--- src/rtl/shift_right_iterative.sv ---
// Multi-cycle SRL/SRA: one binary shift stage per clock, LSB stage first, valid/ready on both sides.
// Optional SHIFT_RIGHT_EARLY_EXIT_EN: finish as soon as no higher shift-amount bits remain.
module shift_right_iterative #(
    parameter int N = 32,
    localparam int L = $clog2(N)
) (
    input  logic         clk,
    input  logic         rst,
    input  logic         i_valid,
    output logic         i_ready,
    input  logic [N-1:0] in,
    input  logic [L-1:0] shamt,
    input  logic         arith,
    output logic         o_valid,
    input  logic         o_ready,
    output logic [N-1:0] out
);

    typedef enum logic [1:0] {
        IDLE,
        SHIFT,
        DONE
    } state_t;

    localparam logic [L-1:0] K_LAST = L'(L - 1);

    state_t       state_q, state_d;
    logic [N-1:0] data_q, data_d;
    logic [L-1:0] amt_q, amt_d;
    logic [L-1:0] k_q, k_d;
    logic         arith_q, arith_d;

    logic         fill;
    logic [N-1:0] stage_opt [L];
    logic [N-1:0] stage_out;
    logic         last_stage;
    logic         accept;

    assign fill   = arith_q & data_q[N-1];
    assign accept = i_valid && i_ready;

    // Each candidate is a fixed-distance shift by 2^j; the counter picks one per cycle.
    for (genvar j = 0; j < L; j++) begin : g_stage
        localparam int S = 2 ** j;
        assign stage_opt[j] = {{S{fill}}, data_q[N-1:S]};
    end

    assign stage_out = amt_q[k_q] ? stage_opt[k_q] : data_q;

`ifdef SHIFT_RIGHT_EARLY_EXIT_EN
    assign last_stage = (k_q == K_LAST) || (((amt_q >> k_q) >> 1) == '0);
`else
    assign last_stage = (k_q == K_LAST);
`endif

    always_ff @(posedge clk or negedge rst) begin
        if (!rst) begin
            state_q <= IDLE;
            data_q  <= '0;
            amt_q   <= '0;
            arith_q <= 1'b0;
            k_q     <= '0;
        end else begin
            state_q <= state_d;
            data_q  <= data_d;
            amt_q   <= amt_d;
            arith_q <= arith_d;
            k_q     <= k_d;
        end
    end

    always_comb begin
        state_d = state_q;
        case (state_q)
            IDLE:    if (accept) state_d = SHIFT;
            SHIFT:   if (last_stage) state_d = DONE;
            DONE:    if (o_ready) state_d = IDLE;
            default: state_d = IDLE;
        endcase
    end

    always_comb begin
        data_d  = data_q;
        amt_d   = amt_q;
        arith_d = arith_q;
        k_d     = k_q;
        case (state_q)
            IDLE: begin
                if (accept) begin
                    data_d  = in;
                    amt_d   = shamt;
                    arith_d = arith;
                    k_d     = '0;
                end
            end
            SHIFT: begin
                data_d = stage_out;
                if (!last_stage) k_d = k_q + L'(1);
            end
            default: ;
        endcase
    end

    always_comb begin
        i_ready = (state_q == IDLE) && rst;
        o_valid = (state_q == DONE);
        out     = data_q;
    end

endmodule

--- config.mk ---
export PLATFORM = sky130hd
export DESIGN_NAME = shift_right_iterative
export DESIGN_NICKNAME = d
export VERILOG_FILES = /design/src/rtl/shift_right_iterative.sv
export SDC_FILE = /design/constraint.sdc
export NUM_CORES = 1
export LEC_CHECK = 0
export BUFFER_PORTS_ARGS = -buffer_cell sky130_fd_sc_hd__buf_2
export CAP_MARGIN = 20
export CORE_MARGIN = 2
export CORE_UTILIZATION = 46
export CTS_BUF_LIST = sky130_fd_sc_hd__clkbuf_4 sky130_fd_sc_hd__clkbuf_8
export DETAILED_ROUTE_END_ITERATION = 6
export PLACE_DENSITY_LB_ADDON = 0.25
export SLEW_MARGIN = 10
export SYNTH_ARGS = -nofsm -noshare
export SYNTH_HDL_FRONTEND = slang
export SYNTH_SLANG_ARGS = --single-unit
--- constraint.sdc ---
create_clock -name clk -period 2.8 [get_ports clk]
set_input_delay 0.28 -clock clk [delete_from_list [all_inputs] [get_ports clk]]
set_output_delay 0.28 -clock clk [all_outputs]
set_load 0.01 [all_outputs]
Word level (Yosys, flattened, before mapping)
Cells that the tools add are included.
{"block": "op_classes", "addsub": 1, "mul": 0, "n_shift": 0, "magnitude_cmp": 2, "eq_ne": 8, "div": 0, "muxes": 15, "reduce_logical": 8, "bitwise": 2}
{"op": "two-way mux 32 bit", "count": 4}
{"op": "binary-select mux 32 bit (select 3 bit)", "count": 1}
{"op": "one-hot mux 32 bit (2 select lines)", "count": 1}
{"op": "two-way mux 5 bit", "count": 2}
{"op": "one-hot mux 5 bit (2 select lines)", "count": 1}
{"op": "AND reduction 3 bit", "count": 3}
{"op": "!= test 2 bit, second input constant", "count": 4}
{"op": "greater-or-equal comparator 6 x 4 -> 1 bit, second input constant", "count": 1}
{"op": "two-way mux 2 bit", "count": 3}
{"op": "inverter 5 -> 6 bit", "count": 1}
{"op": "one-hot mux 2 bit (3 select lines)", "count": 1}
{"op": "adder 5 x 1 -> 5 bit, second input constant", "count": 1}
{"op": "equality test 5 x 3 -> 1 bit, second input constant", "count": 1}
{"op": "less-than comparator 5 x 4 -> 1 bit, second input constant", "count": 1}
{"op": "binary-select mux 1 bit (select 3 bit)", "count": 1}
{"op": "equality test 2 x 1 -> 1 bit, second input constant", "count": 1}
{"op": "equality test 2 bit, second input constant", "count": 1}
{"op": "logical AND 1 bit", "count": 2}
{"op": "zero test 2 bit", "count": 1}
{"op": "!= test 2 x 1 -> 1 bit, second input constant", "count": 1}
{"op": "AND reduction 2 bit", "count": 1}
{"op": "nonzero test 2 bit", "count": 1}
{"op": "AND 1 bit", "count": 1}
{"op": "two-way mux 1 bit", "count": 1}
{"block": "word_totals", "ramBits": 0, "n_memories": 0, "in_bits": 42, "latchBits": 0, "rom_bits": 0, "out_inout_bits": 34, "ff_bits": 45}

Logic depth before layout (Yosys ltp)
{"block": "logic_depth", "ltp_word": 6, "depth_mapped": 9}

Worst setup path after synthesis
OpenSTA, ideal clock, no wires.
{"block": "synth_path", "path_type": "register to register", "startpoint": "register state_q[1]", "endpoint": "register data_q[30], in the netlist out[30]", "path_buffers": 2, "stages_incl_launch_ff": 8, "setup_time_ps": 128, "path_slack_ps": 976, "period_less_slack_ps": 1824, "arrival_ps": 1697, "cell_sequence": "dfrtp_1 > buf_2 > nor3b_2 > and2_1 > nor2_1 > nor3_4 > buf_6 > mux2_1"}
{"block": "synth_between", "elab_chain_cells": 5, "elab_cells_between_ends": 9, "cone_classes": "eq/ne (3); mux (1); reduce/logical (5)"}
{"item": "start, declared", "line": "27", "source": "state_t state_q, state_d;"}
{"item": "start signal, assigned", "line": "64", "source": "state_q <= state_d;"}
{"item": "zero test 2 bit", "line": "105", "source": "i_ready = (state_q == IDLE) && rst;"}
{"item": "logical AND 1 bit", "line": "105"}
{"item": "net i_ready", "line": "10", "source": "output logic i_ready,"}
{"item": "logical AND 1 bit", "line": "40", "source": "assign accept = i_valid && i_ready;"}
{"item": "!= test 2 bit (no line)"}
{"item": "AND reduction 3 bit (no line)"}
{"item": "end signal, assigned", "line": "65", "source": "data_q <= data_d;"}
{"item": "end, declared", "line": "28", "source": "logic [N-1:0] data_q, data_d;"}
The timed path passes the listed nets, and every way through them passes these cells.
A chain may end at the register's enable or synchronous reset.

Worst setup path in the final report
{"block": "layout_path", "startpoint": "register state_q[0]", "endpoint": "register data_q[17], in the netlist out[17]"}
{"block": "layout_between", "elab_chain_cells": 5, "elab_cells_between_ends": 9, "cone_classes": "eq/ne (3); mux (1); reduce/logical (5)"}
{"item": "zero test 2 bit", "line": "87, 105"}
{"item": "logical AND 1 bit", "line": "105"}
{"item": "logical AND 1 bit", "line": "40"}
{"item": "!= test 2 bit (no line)"}
{"item": "AND reduction 3 bit (no line)"}
Several ways; a longest one is shown, not always the timed one.

==> results.txt <==
Status -> completed
Most common cell in the netlist -> mux2i_1
Synth unique cells -> 46
Fmax -> 497 MHz
Routed len/inst -> 17.0 um
Clk_lat worst skew -> 300 ps
Initial Utilization -> 47.7%
Final nets -> 480
WS Path Type -> reg -> reg
Clk buf depth -> 2
Root Driver -> clkbuf_8
Largest area contributor in the netlist -> dfrtp_1
Hold Crit Class -> in -> async
Leakage -> 1.81 nW
Setup Skew -> 4.01 ps
CTS tree -> built
Post-synth top cells -> mux2i_1, dfrtp_1, nor2_1
Vias in the first global route -> 3025
Initial antenna violation count -> 0
Hpwl dp -> 6.38 mm
Starting DRT DRC Count -> 227
Die W -> 88.0 um
Worst path bufs/invs -> 0
Crit Reg-Reg Endpoint -> out[17]
Worst vdd ir -> 627 uV
Top post-synthesis cells by area -> dfrtp_1, mux2i_1, o22ai_1
Core ar. -> 6790 um^2
Ratio of cells with drive above 1 in the final layout -> 25.6%
Largest net degree at the start of global routing -> 47
Worst setup SP type -> flip-flop
Row count -> 30
Yosys top cell area share -> 34.7%
IO Pins -> 76
Post-CTS setup buffers -> 0
Worst slew margin -> 57.4%
Min Tclk post-route -> 2010 ps
Tcrit/Tclk final -> 71.9%
IO buf count -> 75
FF+latch count, synth -> 45
Total of max-cap violations -> 0
P&R area growth vs syn -> 17.3%
R2r worst-path depth -> 4
Worst Path Arrival -> 2200 ps
Ys flop type -> dfrtp_1
Critical path fanouts, max -> 14
Sw Pwr -> 2.68 mW
DR vias/cell -> 5.74
Internal cell power -> 2.83 mW
Die ar. -> 7740 um^2
Async SR Flop Fraction -> 100%
Final wirelength -> 9.06 mm
Worst R2R Start -> state_q[0]
Die Ht -> 88.0 um
Setup WS pre-CTS -> 790 ps
P per Cell Area -> 1450 nW/um^2
Crit end category -> flip-flop
Clk pwr share -> 9.6%
Final setup fails -> 0
Vias -> 3061
1st-pass router iterations -> 4
Net Sw Frac -> 48.6%
H-tree levels -> 2
Post-route DRC -> 0
Number of flops mapped to enable cells by yosys -> 0
Max-slew violations -> 0
Worst-margin pin slew -> 637 ps
Flop pwr share -> 27.9%
YS warnings -> 0
Crit-path cells -> nor2b_2, nand2_1, o22ai_1, mux2i_1
Worst path top cell family by delay -> simple AND/OR/NAND/NOR gates
Global-route wire length before repair -> 14.8 mm
PostCTS Resize Cnt -> 0
Clock Sinks -> 45
Unrepaired setup endpoints after global routing -> no
Sequential fraction of the synthesis area -> 34.7%
Mapped cell area -> 3240 um^2
Total gr overflow -> 0
Cts bufs inserted -> 5
CP Launch Point -> state_q[0]
Setup_tns -> 0 ps
Hold Buf Count CTS -> 0
CP max stage delay -> 600 ps
Final ANT Viol Nets -> 0
Syn Nets -> 419
CP max stage cell -> nor2b_2
Avg Cell Area, Syn -> 8.64 um^2
CP required -> 2990 ps
R2R setup slack -> 790 ps
Setup WS post-layout -> 788 ps
Overall Global Routing Usage -> 24.5%
Cell count after synthesis -> 375
Final Hold Fails -> 0
RD Place Congestion -> 0.843
Combinational share of power -> 62.4%
Diodes inserted -> 0
Clk pin slew, worst setup/hold paths -> 90 ps
## per-stage QoR
| stage | power [mW] | area, um^2 | std cells | hold slack (ps) | util [%] |
|---|---|---|---|---|---|
| 2_1_floorplan | 4.02 | 3240 | 375 | -15.6 | - |
| 3_3_place_gp | 4.88 | 3680 | 525 | 445 | 54.2 |
| 3_5_place_dp | 4.96 | 3680 | 525 | 447 | 54.2 |
| 4_1_cts | 5.50 | 3800 | 533 | 119 | 56.0 |
| 5_1_grt | 6.00 | 3800 | 533 | 163 | 56.0 |
| 6_report | 5.51 | 3800 | 533 | 83.8 | 56.0 |
## worst max path at each step
stage,endpoint,slack [ps],depth (start not counted)
final,out[17],790,4
after global routing,out[18],590,4
after CTS,out[30],790,6
after detailed placement,out[30],790,6
after global placement,out[22],840,4
after floorplan,out[30],980,7
## cell type report
class,count,area [um^2]
fill,641,2990
tap,96,120
clock inverter,2,37.5
inverter,33,124
timing repair buffer,88,485
multi-input combinational,263,1830
sequential,45,1130
clock buffer,6,82.6
## layout by cell type (no fill, tap or decap), drive strengths merged, types with 2 or more instances in the layout
master | netlist | layout
a211o | 3 | 3
a211oi | 15 | 15
a21o | 3 | 3
a21oi | 10 | 10
a311oi | 2 | 2
a31oi | 2 | 2
buf | 22 | 88
clkbuf | 12 | 6
dfrtp | 45 | 45
ha | 2 | 2
inv | 33 | 33
mux2 | 10 | 10
mux2i | 48 | 48
nand2 | 10 | 10
nand2b | 3 | 3
nand3 | 2 | 2
nand4 | 3 | 3
nor2 | 36 | 36
nor2b | 19 | 19
nor3 | 3 | 3
o211a | 2 | 2
o21ai | 36 | 36
o21bai | 2 | 2
o22ai | 28 | 28
o32ai | 9 | 9
xor2 | 3 | 3
## power by group through the flow
stage	Clock [mW]	Combinational (mW)	Sequential (mW)
after floorplan	0	2.61	1.40
after global routing	0.571	3.84	1.59
final	0.531	3.44	1.54
after detailed placement	0	3.42	1.54
after global placement	0	3.35	1.53
after CTS	0.540	3.43	1.53
## worst register-to-register path, cell delays in order, from the launching register on
cell and delay (ps):
dfrtp_1 490, nor2b_2 600, nand2_1 450, o22ai_1 250
mux2i_1 100
## registers in the layout (all words and copies together) (netlist names)
name and flops:
arith_q 1, state_q 2, out 32, amt_q 5, k_q 5
## layer usage
metal  part of all wire [%]  global-route usage [%]  up-vias  wire length [um]
li1                       -                       -     1472                 -
met1                     45                    34.8     1454              4100
met2                     47                    38.2      120              4250
met3                    6.2                    3.58       15               559
met4                    1.7                    8.67        0               157
met5                      0                       0        -                 0
## logic make-up (layout without fill, tap and decap cells)
group | Yosys count | in the layout | share of synthesized area (%)
AND/OR/NAND/NOR | 83 | 83 | 13.0
adder cells (fa/ha/maj) | 2 | 2 | 0.772
AO/OA/AOI/OAI | 117 | 117 | 23.4
buffers and inverters | 67 | 129 | 8.99
flip-flops | 45 | 45 | 34.7
multiplexers | 58 | 58 | 18.3
XOR/XNOR | 3 | 3 | 0.811
Power figures use the tool's default switching activity.
